$ cat src/rtl/one_hot_pkg.sv
// Shared types and helpers for one-hot bus checkers.
// The popcount helper works on a fixed 64-bit argument so callers of any width up to 64 can share it.
package one_hot_pkg;

    typedef enum logic {MON_OK, MON_FAULT} mon_state_t;

    localparam int POP_MAX_W = 64;

    // Clearing the lowest set bit leaves something only if two or more bits were set.
    function automatic logic onehot_popcnt_ge2(input logic [POP_MAX_W-1:0] x);
        return (x & (x - 64'd1)) != '0;
    endfunction

endpackage

$ cat src/rtl/one_hot_encoder.sv
// Combinational classifier for a one-hot bus: zero / multi-hot flags and
// the index of the lowest set bit.
module one_hot_encoder
    import one_hot_pkg::*;
#(
    parameter int INPUT_WIDTH = 16,
    parameter int IDX_WIDTH   = $clog2(INPUT_WIDTH)
) (
    input  logic [INPUT_WIDTH-1:0] val_in,
    output logic                   is_zero,
    output logic                   is_multi,
    output logic [IDX_WIDTH-1:0]   idx
);

    logic [POP_MAX_W-1:0] val_ext;

    assign val_ext  = POP_MAX_W'(val_in);
    assign is_zero  = (val_in == '0);
    assign is_multi = onehot_popcnt_ge2(val_ext);

    // Scan from the top so the lowest set bit has the final word.
    always_comb begin
        idx = '0;
        for (int i = INPUT_WIDTH - 1; i >= 0; i--) begin
            if (val_in[i]) idx = IDX_WIDTH'(i);
        end
    end

endmodule

$ cat src/rtl/one_hot_monitor.sv
// Registered one-hot checker: classifies each en sample, tracks the hot index,
// and keeps a sticky fault with first-error capture and a saturating count.
module one_hot_monitor
    import one_hot_pkg::*;
#(
    parameter int        INPUT_WIDTH = 16,
    parameter bit        ALLOW_ZERO  = 1'b0,
    parameter int        CNT_WIDTH   = 8,
    localparam int       IDX_WIDTH   = $clog2(INPUT_WIDTH)
) (
    input  logic                   clk,
    input  logic                   rst_n,
    input  logic                   en,
    input  logic [INPUT_WIDTH-1:0] val_in,
    input  logic                   clr,
    output logic                   out_valid,
    output logic                   is_one_hot,
    output logic [IDX_WIDTH-1:0]   hot_idx,
    output logic                   err,
    output logic [CNT_WIDTH-1:0]   err_cnt,
    output logic [INPUT_WIDTH-1:0] first_err_val
);

    logic                   is_zero, is_multi;
    logic [IDX_WIDTH-1:0]   enc_idx;
    logic                   bad_cls, violation, legal_hot;

    mon_state_t             state_q, state_d;
    logic                   out_valid_q, out_valid_d;
    logic                   is_one_hot_q, is_one_hot_d;
    logic [IDX_WIDTH-1:0]   hot_idx_q, hot_idx_d;
    logic [CNT_WIDTH-1:0]   err_cnt_q, err_cnt_d;
    logic [INPUT_WIDTH-1:0] first_err_val_q, first_err_val_d;

    one_hot_encoder #(
        .INPUT_WIDTH (INPUT_WIDTH),
        .IDX_WIDTH   (IDX_WIDTH)
    ) u_enc (
        .val_in   (val_in),
        .is_zero  (is_zero),
        .is_multi (is_multi),
        .idx      (enc_idx)
    );

    assign bad_cls   = is_multi || (is_zero && !ALLOW_ZERO);
    assign violation = en && bad_cls;
    assign legal_hot = en && !is_multi && !is_zero;

    // A violation in the clr cycle wins: the clear is folded into the capture.
    always_comb begin
        state_d         = state_q;
        out_valid_d     = en;
        is_one_hot_d    = is_one_hot_q;
        hot_idx_d       = hot_idx_q;
        err_cnt_d       = err_cnt_q;
        first_err_val_d = first_err_val_q;

        if (en)        is_one_hot_d = !bad_cls;
        if (legal_hot) hot_idx_d    = enc_idx;

        unique case (state_q)
            MON_OK:    if (violation) state_d = MON_FAULT;
            MON_FAULT: if (clr && !violation) state_d = MON_OK;
            default:   state_d = MON_OK;
        endcase

        if (violation) begin
            if (clr)                  err_cnt_d = CNT_WIDTH'(1);
            else if (err_cnt_q != '1) err_cnt_d = err_cnt_q + CNT_WIDTH'(1);
            if (clr || state_q == MON_OK) first_err_val_d = val_in;
        end else if (clr) begin
            err_cnt_d       = '0;
            first_err_val_d = '0;
        end
    end

    always_ff @(posedge clk or negedge rst_n) begin
        if (!rst_n) begin
            state_q         <= MON_OK;
            out_valid_q     <= 1'b0;
            is_one_hot_q    <= 1'b0;
            hot_idx_q       <= '0;
            err_cnt_q       <= '0;
            first_err_val_q <= '0;
        end else begin
            state_q         <= state_d;
            out_valid_q     <= out_valid_d;
            is_one_hot_q    <= is_one_hot_d;
            hot_idx_q       <= hot_idx_d;
            err_cnt_q       <= err_cnt_d;
            first_err_val_q <= first_err_val_d;
        end
    end

    assign out_valid     = out_valid_q;
    assign is_one_hot    = is_one_hot_q;
    assign hot_idx       = hot_idx_q;
    assign err           = (state_q == MON_FAULT);
    assign err_cnt       = err_cnt_q;
    assign first_err_val = first_err_val_q;

endmodule

$ cat config.mk
export PLATFORM = sky130hd
export DESIGN_NAME = one_hot_monitor
export DESIGN_NICKNAME = d
export VERILOG_FILES = /design/src/rtl/one_hot_pkg.sv /design/src/rtl/one_hot_encoder.sv /design/src/rtl/one_hot_monitor.sv
export SDC_FILE = /design/constraint.sdc
export NUM_CORES = 1
export LEC_CHECK = 0
export ABC_AREA = 1
export CAP_MARGIN = 20
export CORE_MARGIN = 2
export CORE_UTILIZATION = 48
export DETAILED_ROUTE_END_ITERATION = 12
export GPL_TIMING_DRIVEN = 0
export PLACE_DENSITY = 0.81
export RECOVER_POWER = 50
export SYNTH_ARGS = -nofsm -noshare
export SYNTH_HDL_FRONTEND = slang
export SYNTH_SLANG_ARGS = --single-unit
$ cat constraint.sdc
create_clock -name clk -period 1.75 [get_ports clk]
set_clock_uncertainty 0.05 [all_clocks]
set_input_delay 0.4375 -clock clk [delete_from_list [all_inputs] [get_ports clk]]
set_output_delay 0.4375 -clock clk [all_outputs]
set_load 0.05 [all_outputs]
# Word-level counts from Yosys, hierarchy flattened
# Cells that the tools add are included.
# totals
reg_bits,31
latchBits,0
mem_bits_rw,0
mem_bits_ro,0
inputBits,20
output_inout_bits,31
wordCells,54
memories,0
# op_classes
add_sub_neg,2
mul,0
n_div,0
magnitude_cmp,0
n_eq_ne,2
shifts,0
n_mux,26
n_bitwise,2
n_reduce_logical,16
# ops
cell,count
16-bit by 64-bit bitwise AND with 64-bit output,1
4-bit two-way mux,16
64-bit nonzero test,1
16-bit two-way mux,3
8-bit two-way mux,4
16-bit by 1-bit subtractor with 17-bit output (second input constant),1
16-bit zero test,1
8-bit by 1-bit adder with 8-bit output (second input constant),1
8-bit inequality test (second input constant),1
1-bit logical AND,4
1-bit zero test,4
2-bit AND reduction,2
2-bit nonzero test,2
1-bit logical OR,2
1-bit two-way mux,2
2-bit by 1-bit inequality test with 1-bit output (second input constant),1
1-bit one-hot mux with 2 select lines,1
1-bit NOT,1

# Depth between registers and ports, before layout
# Gate-level depths: netlist of the first run.
# depth
word_depth,16
mapped_depth,17
ltp_nobuf,17

# Modules after synthesis
# A second synthesis of the first run with hierarchy kept.
# hier_totals
hier_cells,241
hier_area_um2,1878.1
# modules_own_cells
module,n_inst,cells_per_inst,area_per_inst_um2,seq_area_each_um2
one_hot_monitor,1,161,1468.9,775.7
one_hot_encoder,1,80,409.1,0.0

# Worst setup path after synthesis of the first run
# OpenSTA, ideal clock, no wires.
# synth_timing
path_type,reg2reg
from,"reg err_cnt_q[1], in the netlist err_cnt[1]"
to,"reg err_cnt_q[7], in the netlist err_cnt[7]"
setup_time_ns,0.120
arrival_time_ns,1.694
required_ns,1.580
path_slack_ns,-0.114
path_stages_with_launch,11
path_buffers,0
synth_period_minus_slack_ns,1.864
cell_sequence,dfrtp_1 ha_1 nand2_1 inv_1 nand4_1 nor2_1 nand3_1 nand3_1 nor2_2 nand2_1 nand2_1
# synth_between
elab_chain_len,4
word_cells_on_any_way,7
classes_between,add/sub: 1; eq/ne: 1; mux: 3; reduce/logical: 2
# synth_rtl
item,line,text
start: declaration,one_hot_monitor.sv:32,"logic [CNT_WIDTH-1:0] err_cnt_q, err_cnt_d;"
start signal: assignment,one_hot_monitor.sv:90,err_cnt_q <= err_cnt_d;
8-bit by 1-bit adder with 8-bit output,one_hot_monitor.sv:69,else if (err_cnt_q != '1) err_cnt_d = err_cnt_q + CNT_WIDTH'(1);
8-bit two-way mux,one_hot_monitor.sv:69,
8-bit two-way mux,one_hot_monitor.sv:68,if (clr) err_cnt_d = CNT_WIDTH'(1);
8-bit two-way mux,one_hot_monitor.sv:67,if (violation) begin
# Parallel ways exist; a longest one is shown, timed or not. The select of a mux whose other input is x is not followed.
# A chain may end at the register's enable or synchronous reset.

# Worst setup path in the final report of the first run
# layout_timing
from,in val_in[10]
to,"reg first_err_val_q[0], in the netlist first_err_val[0]"
# layout_between
elab_chain_len,7
word_cells_on_any_way,10
classes_between,add/sub: 1; eq/ne: 1; mux: 1; bitwise: 1; reduce/logical: 6
# layout_rtl
item,line,text
start: declaration,one_hot_monitor.sv:14,"input logic [INPUT_WIDTH-1:0] val_in,"
16-bit by 1-bit subtractor with 17-bit output,one_hot_pkg.sv:11,return (x & (x - 64'd1)) != '0;
16-bit by 64-bit bitwise AND with 64-bit output,one_hot_pkg.sv:11,
64-bit nonzero test,one_hot_pkg.sv:11,
1-bit logical OR *,one_hot_monitor.sv:45,assign bad_cls = is_multi || (is_zero && !ALLOW_ZERO);
1-bit logical AND *,one_hot_monitor.sv:46,assign violation = en && bad_cls;
2-bit by 1-bit inequality test with 1-bit output (no line) or 2-bit nonzero test (tied branches),--,
2-bit AND reduction (no line),--,
end signal: assignment,one_hot_monitor.sv:91,first_err_val_q <= first_err_val_d;
end: declaration,one_hot_monitor.sv:33,"logic [INPUT_WIDTH-1:0] first_err_val_q, first_err_val_d;"
# Every way passes the cells marked *; elsewhere a longest branch is shown, timed or not.

==> summary.txt, run 1 <==
Clock tree
  • Htree depth: 2
  • Cts bufs inserted: 5
  • Clock Root Buffer: clkbuf_8
  • Worst-path clk slew: 60 ps
  • CTS Sinks: 31
  • CTS tree: yes
  • Clock latency on the worst-skew pair: 290 ps
  • CTS Buffer Depth: 2
  • Hold buffers post-CTS: 0

Timing
  • Max_slew headroom: 0.599
  • Hold Vio Cnt, Final: 0
  • Max Clock Freq: 0.511 GHz
  • Min Clock Period, post-route: 1960 ps
  • RSZ-0062 raised after global routing: true
  • Worst Setup Slack, final: -206 ps
  • Final-report max-slew violation count: 0
  • Part of the cycle the worst path needs: 1.12
  • Worst slew pin tran: 599 ps
  • Final Setup Violations: 28

Final layout
  • Post-layout util: 0.845
  • Nets: 358
  • Number of fill cells in the layout: 208
  • Area grow syn2layout: 69.1%
  • Share of cells above drive strength 1: 0.481
  • # diodes: 0

Pwr
  • Sw Ratio: 0.365
  • P_leak: 0.00164 uW
  • Comb pwr share: 0.337
  • Worst vdd ir: 0.390 mV
  • Psw: 741 uW
  • Clk network pwr share: 0.263
  • Total power: 2030 uW
  • Power Internal: 1290 uW
  • Pwr Density: 656 nW/um^2
  • Reg power frac: 0.400

Worst setup path
  • CP max FO: 5
  • Worst Setup Start Kind: input port
  • Worst-path cell chain: buf_2 > nor2_2 > nand2_2 > inv_1 > nand2_1 > o21ai_2 > nand2_2 > nor2_4 > nand3_4 > buf_6 > nand3_4 > buf_6 > buf_8 > nand3_4 > nand2_2
  • Reg2reg setup slack: 40 ps
  • CP delay by family, top: simple AND/OR/NAND/NOR gates
  • Setup crit end kind: register
  • Largest stage delay on the critical path: 150 ps
  • Crit-path slowest cell: nor2_2
  • Setup CP Type: input port to register
  • WP data required: 1930 ps
  • WP data arrival: 2130 ps
  • Critical path buffers and inverters: 5

Route
  • Vias: 2,080
  • Met2 wire len: 3430 um
  • Drt total wl: 6510 um
  • Top Layer Used: met4
  • DRC viols: 0
  • Vias per Instance: 5.40
  • Metal-1 WL: 2470 um
  • DR WL/cell: 16.9 um
  • Met3 Wirelength: 393 um
  • Antenna Violating Nets Remaining: 0
  • Pre-antenna DRT Iters: 4
  • Drt initial violations: 148

Outcome
  • Violated checks: negative setup slack
  • Status: finished, violations left

Floorplanning
  • Initial cell density of the core: 0.500
  • Core footprint: 3660 um^2
  • Rows: 22
  • Die width: 65.7 um
  • DIE AREA: 4320 um^2
  • Die Span Y: 65.7 um
  • Io pins: 51

Logic synthesis
  • Area leader, netlist: dfrtp_1
  • Synthesized cell area: 1830 um^2
  • Unique masters post-synth: 24
  • Post-synth EDFFs: 0
  • Post-synth net total: 257
  • Synth warnings: 0
  • Synth Instances: 236
  • Top cell type's share of synthesized area: 0.424
  • Main synth FF type: dfrtp_1
  • Most frequent cells after synthesis: 81 x nand2_1, 31 x dfrtp_1, 25 x inv_1
  • Synthesized area per cell: 7.75 um^2
  • Seq/Total Area, Yosys: 0.424
  • Largest cells by area after synthesis: dfrtp_1 42%, nand2_1 17%, nand3_2 6.0%
  • Most common cell in the netlist: nand2_1
  • Register bit total from synthesis: 31
  • Synth async-reset ratio: 1.00

Place
  • RePlAce Congestion: 0.901
  • Post-detail-place hpwl: 3180 um
  • Port bufs: 50

Global route
  • Vias in the first global route: 1,898
  • Global-route wire length before repair: 8960 um
  • GRT overflow: 0
  • Largest net degree at the start of global routing: 22
  • GRT Overall Usage: 0.276
  • Antenna violations before repair: 0

Hold path
  • Hold crit path type: input port to register

Run
  • Max-cap violations: 0
[worst register-to-register path, delay by kind of cell (launching register included)]
family	cells	cell delay (ps)
DFF	1	380
buffers and inverters	1	90
and+or+nand+nor	8	920
adders and majority gates	1	170
[power groups by stage]
stage	Clock (uW)	Sequential, uW	Combinational (uW)
detailed placement	0	821	555
floorplan	0	995	155
finish	534	812	683
global route	566	817	718
global placement	0	820	540
CTS	523	807	598
[per-stage QoR]
step,std cells,TNS [ps],setup slack [ps],area (um^2),hold WS (ps)
finish,385,-3360,-206,3090,396
global route,385,-5580,-277,3090,407
CTS,379,-1490,-112,2860,389
detailed placement,335,-21260,-780,2440,411
global placement,334,-32200,-766,2410,410
floorplan,236,-281,-31.1,1850,91.9
[cell families (layout without fill, tap and decap cells)]
group	count (synthesis)	in the layout	synth area share
DFF	31	31	0.424
adders and majority gates	1	1	0.00684
and+or+nand+nor	142	142	0.393
xor gates and xnor gates	6	6	0.0287
AOI/OAI and AO/OA	24	24	0.0677
buffers and inverters	32	133	0.0800
[placed cells by master (no fill, tap or decap), types with 2 or more instances in the layout]
cell type and n:
nand2_1 60, buf_4 33, dfrtp_1 29, dlygate4sd2_1 26, inv_1 22, nand2_2 21
nand3_2 20, nor2_4 14, o21ai_2 10, buf_6 10, buf_2 9, nor2_1 7
o21ai_1 6, clkbuf_2 6, nor2_2 5, nand2_4 5, inv_2 5, buf_8 5
clkbuf_8 5, xor2_1 4, a21oi_1 3, nand3_1 3, nand3_4 3, buf_16 3
clkdlybuf4s50_1 3, o21ai_0 2, nand3b_1 2, xnor2_1 2, clkbuf_1 2, dfrtp_2 2
[flip-flops by register name, indices dropped and copies added (netlist names)]
| signal | cells |
|---|---|
| err | 1 |
| err_cnt | 8 |
| first_err_val | 16 |
| hot_idx | 4 |
| is_one_hot | 1 |
| out_valid | 1 |
[repair_timing]
| action | CTS | global route |
|---|---|---|
| gates cloned | 3 | 1 |
| pin swaps | 32 | 35 |
| endpoints found under the setup margin | 61 | 34 |
| resized for setup | 123 | 69 |
| setup buffers | 34 | 5 |
[worst paths after layout]
path / from / to / cells after the start
worst max-delay path: val_in[10] / first_err_val[0] / 15
worst min-delay path: val_in[3] / first_err_val[3] / 3
worst max register to register: err_cnt[0] / err_cnt[6] / 10
worst min register to register: hot_idx[1] / hot_idx[1] / 2
max in group asynchronous: rst_n / hot_idx[0] / 2
min in group asynchronous: rst_n / out_valid / 1
[metal layers]
metal | track usage | vias up
met2 | 0.499 | 99
met3 | 0.0428 | 20
met1 | 0.330 | 1013
met4 | 0.0938 | 0
met5 | 0 | -
li1 | - | 948
[layout make-up]
class                      instances  area (um^2)  share of cell area
buffer                             4         56.3              0.0182
multi-input combinational        173         1170               0.379
tap                               48         60.1              0.0194
timing repair buffer              94          841               0.272
inverter                          28          108              0.0348
sequential                        31          778               0.252
clock buffer                       7         76.3              0.0247
(Power assumes the default switching activity.)
==> run 2: changes to the inputs <==
--- a/config.mk
+++ b/config.mk
@@ -10,7 +10,6 @@
 export CORE_MARGIN = 2
 export CORE_UTILIZATION = 48
 export DETAILED_ROUTE_END_ITERATION = 12
-export GPL_TIMING_DRIVEN = 0
 export PLACE_DENSITY = 0.81
 export RECOVER_POWER = 50
 export SYNTH_ARGS = -nofsm -noshare
==> run 2 against run 1 <==
Compared with the run above:
- the flow still finishes with violations (negative setup slack)
- flip-flop and latch count unchanged
- die area stayed put
- global-route usage grew 11 points
- clock power rose by 41%
- final area is 14% higher
- largest power group is now combinational logic
==> summary.txt, run 2 (synthesis gave the netlist of run 1 again) <==
Timing
  • Part of the cycle the worst path needs: 1.19
  • Max Clock Freq: 0.482 GHz
  • Max_slew headroom: 0.477
  • Worst slew pin tran: 785 ps
  • Hold slack: 510 ps
  • Hold Vio Cnt, Final: 0
  • Final Setup Violations: 29
  • RSZ-0062 raised after global routing: true
  • Final-report max-slew violation count: 0
  • Worst Setup Slack, final: -326 ps
  • Min Clock Period, post-route: 2080 ps
  • Setup TNS: -7120 ps

Outcome
  • Status: finished, violations left
  • Violated checks: negative setup slack

Place
  • Post-detail-place hpwl: 3950 um
  • RePlAce Congestion: 0.908
  • Placed insts: 367
  • Post-Place Setup Slack: -739 ps
  • Port bufs: 50

Clock tree
  • Htree depth: 2
  • CTS tree: yes
  • CTS Buffer Depth: 2
  • Clock Root Buffer: clkbuf_8
  • Cts bufs inserted: 5
  • Worst-path clk slew: 70 ps
  • CTS Sinks: 31
  • Clock latency on the worst-skew pair: 290 ps

Pwr
  • Power Internal: 1610 uW
  • Pwr Density: 704 nW/um^2
  • Reg power frac: 0.337
  • Worst vdd ir: 0.416 mV
  • P_leak: 0.00178 uW
  • Clk network pwr share: 0.301
  • Comb pwr share: 0.362
  • Psw: 882 uW
  • Sw Ratio: 0.354

Floorplanning
  • Die Span Y: 65.7 um
  • Rows: 22
  • Core footprint: 3660 um^2
  • Initial cell density of the core: 0.500
  • Die width: 65.7 um
  • Io pins: 51
  • DIE AREA: 4320 um^2

Route
  • DRC viols: 0
  • Pre-antenna DRT Iters: 7
  • Drt total wl: 10,300 um
  • Antenna Violating Nets Remaining: 0
  • Vias per Instance: 6.22
  • Vias: 2,507
  • Drt initial violations: 349
  • DR WL/cell: 25.5 um

Final layout
  • # diodes: 0
  • Area grow syn2layout: 93.5%
  • Share of cells above drive strength 1: 0.583
  • Commonest non-fill, non-tap cell in the layout: nand2_1
  • Fin cells: 403
  • Area occupied by multi-input gates: 1220 um^2
  • Register area: 778 um^2
  • Max FFs per register: 16
  • Number of fill cells in the layout: 64
  • Highest-count cells in the layout ignoring fill and taps: 64 x nand2_1, 62 x buf_4, 29 x dfrtp_1
  • Nets: 375

Worst setup path
  • Setup crit end kind: register
  • WP data arrival: 2230 ps
  • CP max FO: 7
  • Worst Setup Start Kind: input port
  • Setup CP Type: input port to register
  • Critical path launch point: val_in[3]
  • R2r startpoint: err_cnt[0]
  • WP data required: 1900 ps

Global route
  • Vias in the first global route: 2,271
  • GRT Overall Usage: 0.384
  • Global-route wire length before repair: 11,900 um
  • GRT overflow: 0
  • Antenna violations before repair: 0
  • Largest net degree at the start of global routing: 32

Hold path
  • Hold_sp: val_in[3]
  • Hold crit path type: input port to register

Run
  • Max-cap violations: 0
-- run 2: cell types whose count changed in the layout (fill, tap and decap cells not counted), sizes merged --
cell / before / now
clkbuf: 14 / 11
dlygate4sd2: 26 / 0
bufinv: 0 / 1
clkdlybuf4s50: 3 / 2
buf: 60 / 107
clkdlybuf4s15: 2 / 0
dlygate4sd3: 0 / 1
clkinv: 0 / 1
-- run 2: path summary, 6_finish.rpt --
check	slack, ps	endpoint	cells past startpoint
max	-330	first_err_val[13]	13
min	510	first_err_val[3]	4
max reg2reg	-270	err_cnt[2]	10
min reg2reg	520	first_err_val[9]	2
max in group asynchronous	380	err_cnt[1]	2
min in group asynchronous	730	first_err_val[13]	2
-- run 2: final cells by class --
cell class,count,share of cell area
Clock buffer,6,0.0233
Clock inverter,2,0.00990
Inverter,28,0.0318
Multi-Input combinational cell,173,0.344
Sequential cell,31,0.220
Tap cell,48,0.0170
Timing Repair Buffer,115,0.355
-- run 2: power by group through the flow --
stage	clock network [uW]	registers, uW	logic (uW)
CTS	731	828	769
detailed placement	0	840	707
global route	789	841	924
finish	751	841	902
floorplan	0	995	155
global placement	0	837	689
-- run 2: worst max-delay path, cell delays in order --
cell and delay [ps]:
buf_6 100, nor2_4 130, nand2_4 100, nor2_4 190, nand2_1 80, nand2_1 70, nand2_1 120, nor2_2 210
nand3_4 160, nand3_4 190, buf_12 170, nand3_2 130, o21ai_2 120
-- run 2: what timing repair did --
action | CTS | global route
gates cloned | 2 | 0
setup endpoints to repair | 30 | 30
pin swaps | 34 | 20
hold endpoints to repair | 0 | 0
setup buffers | 22 | 5
hold buffers | 0 | 0
resized for setup | 88 | 65
-- run 2: stage by stage --
stage | total power [uW] | util | instance area, um^2
floorplan | 1150 | - | 1850
global placement | 1530 | 0.796 | 2910
detailed placement | 1550 | 0.796 | 2910
CTS | 2330 | 0.904 | 3310
global route | 2550 | 0.967 | 3540
finish | 2490 | 0.967 | 3540
-- run 2: layer usage --
layer  part of all wire  global-route usage  wire, um  vias up
met2               0.47               0.649      4850      243
li1                   -                   -         -      978
met4              0.097               0.232       996        0
met5                  0                   0         0        -
met3              0.092              0.0599       948       91
met1               0.34               0.456      3510     1195
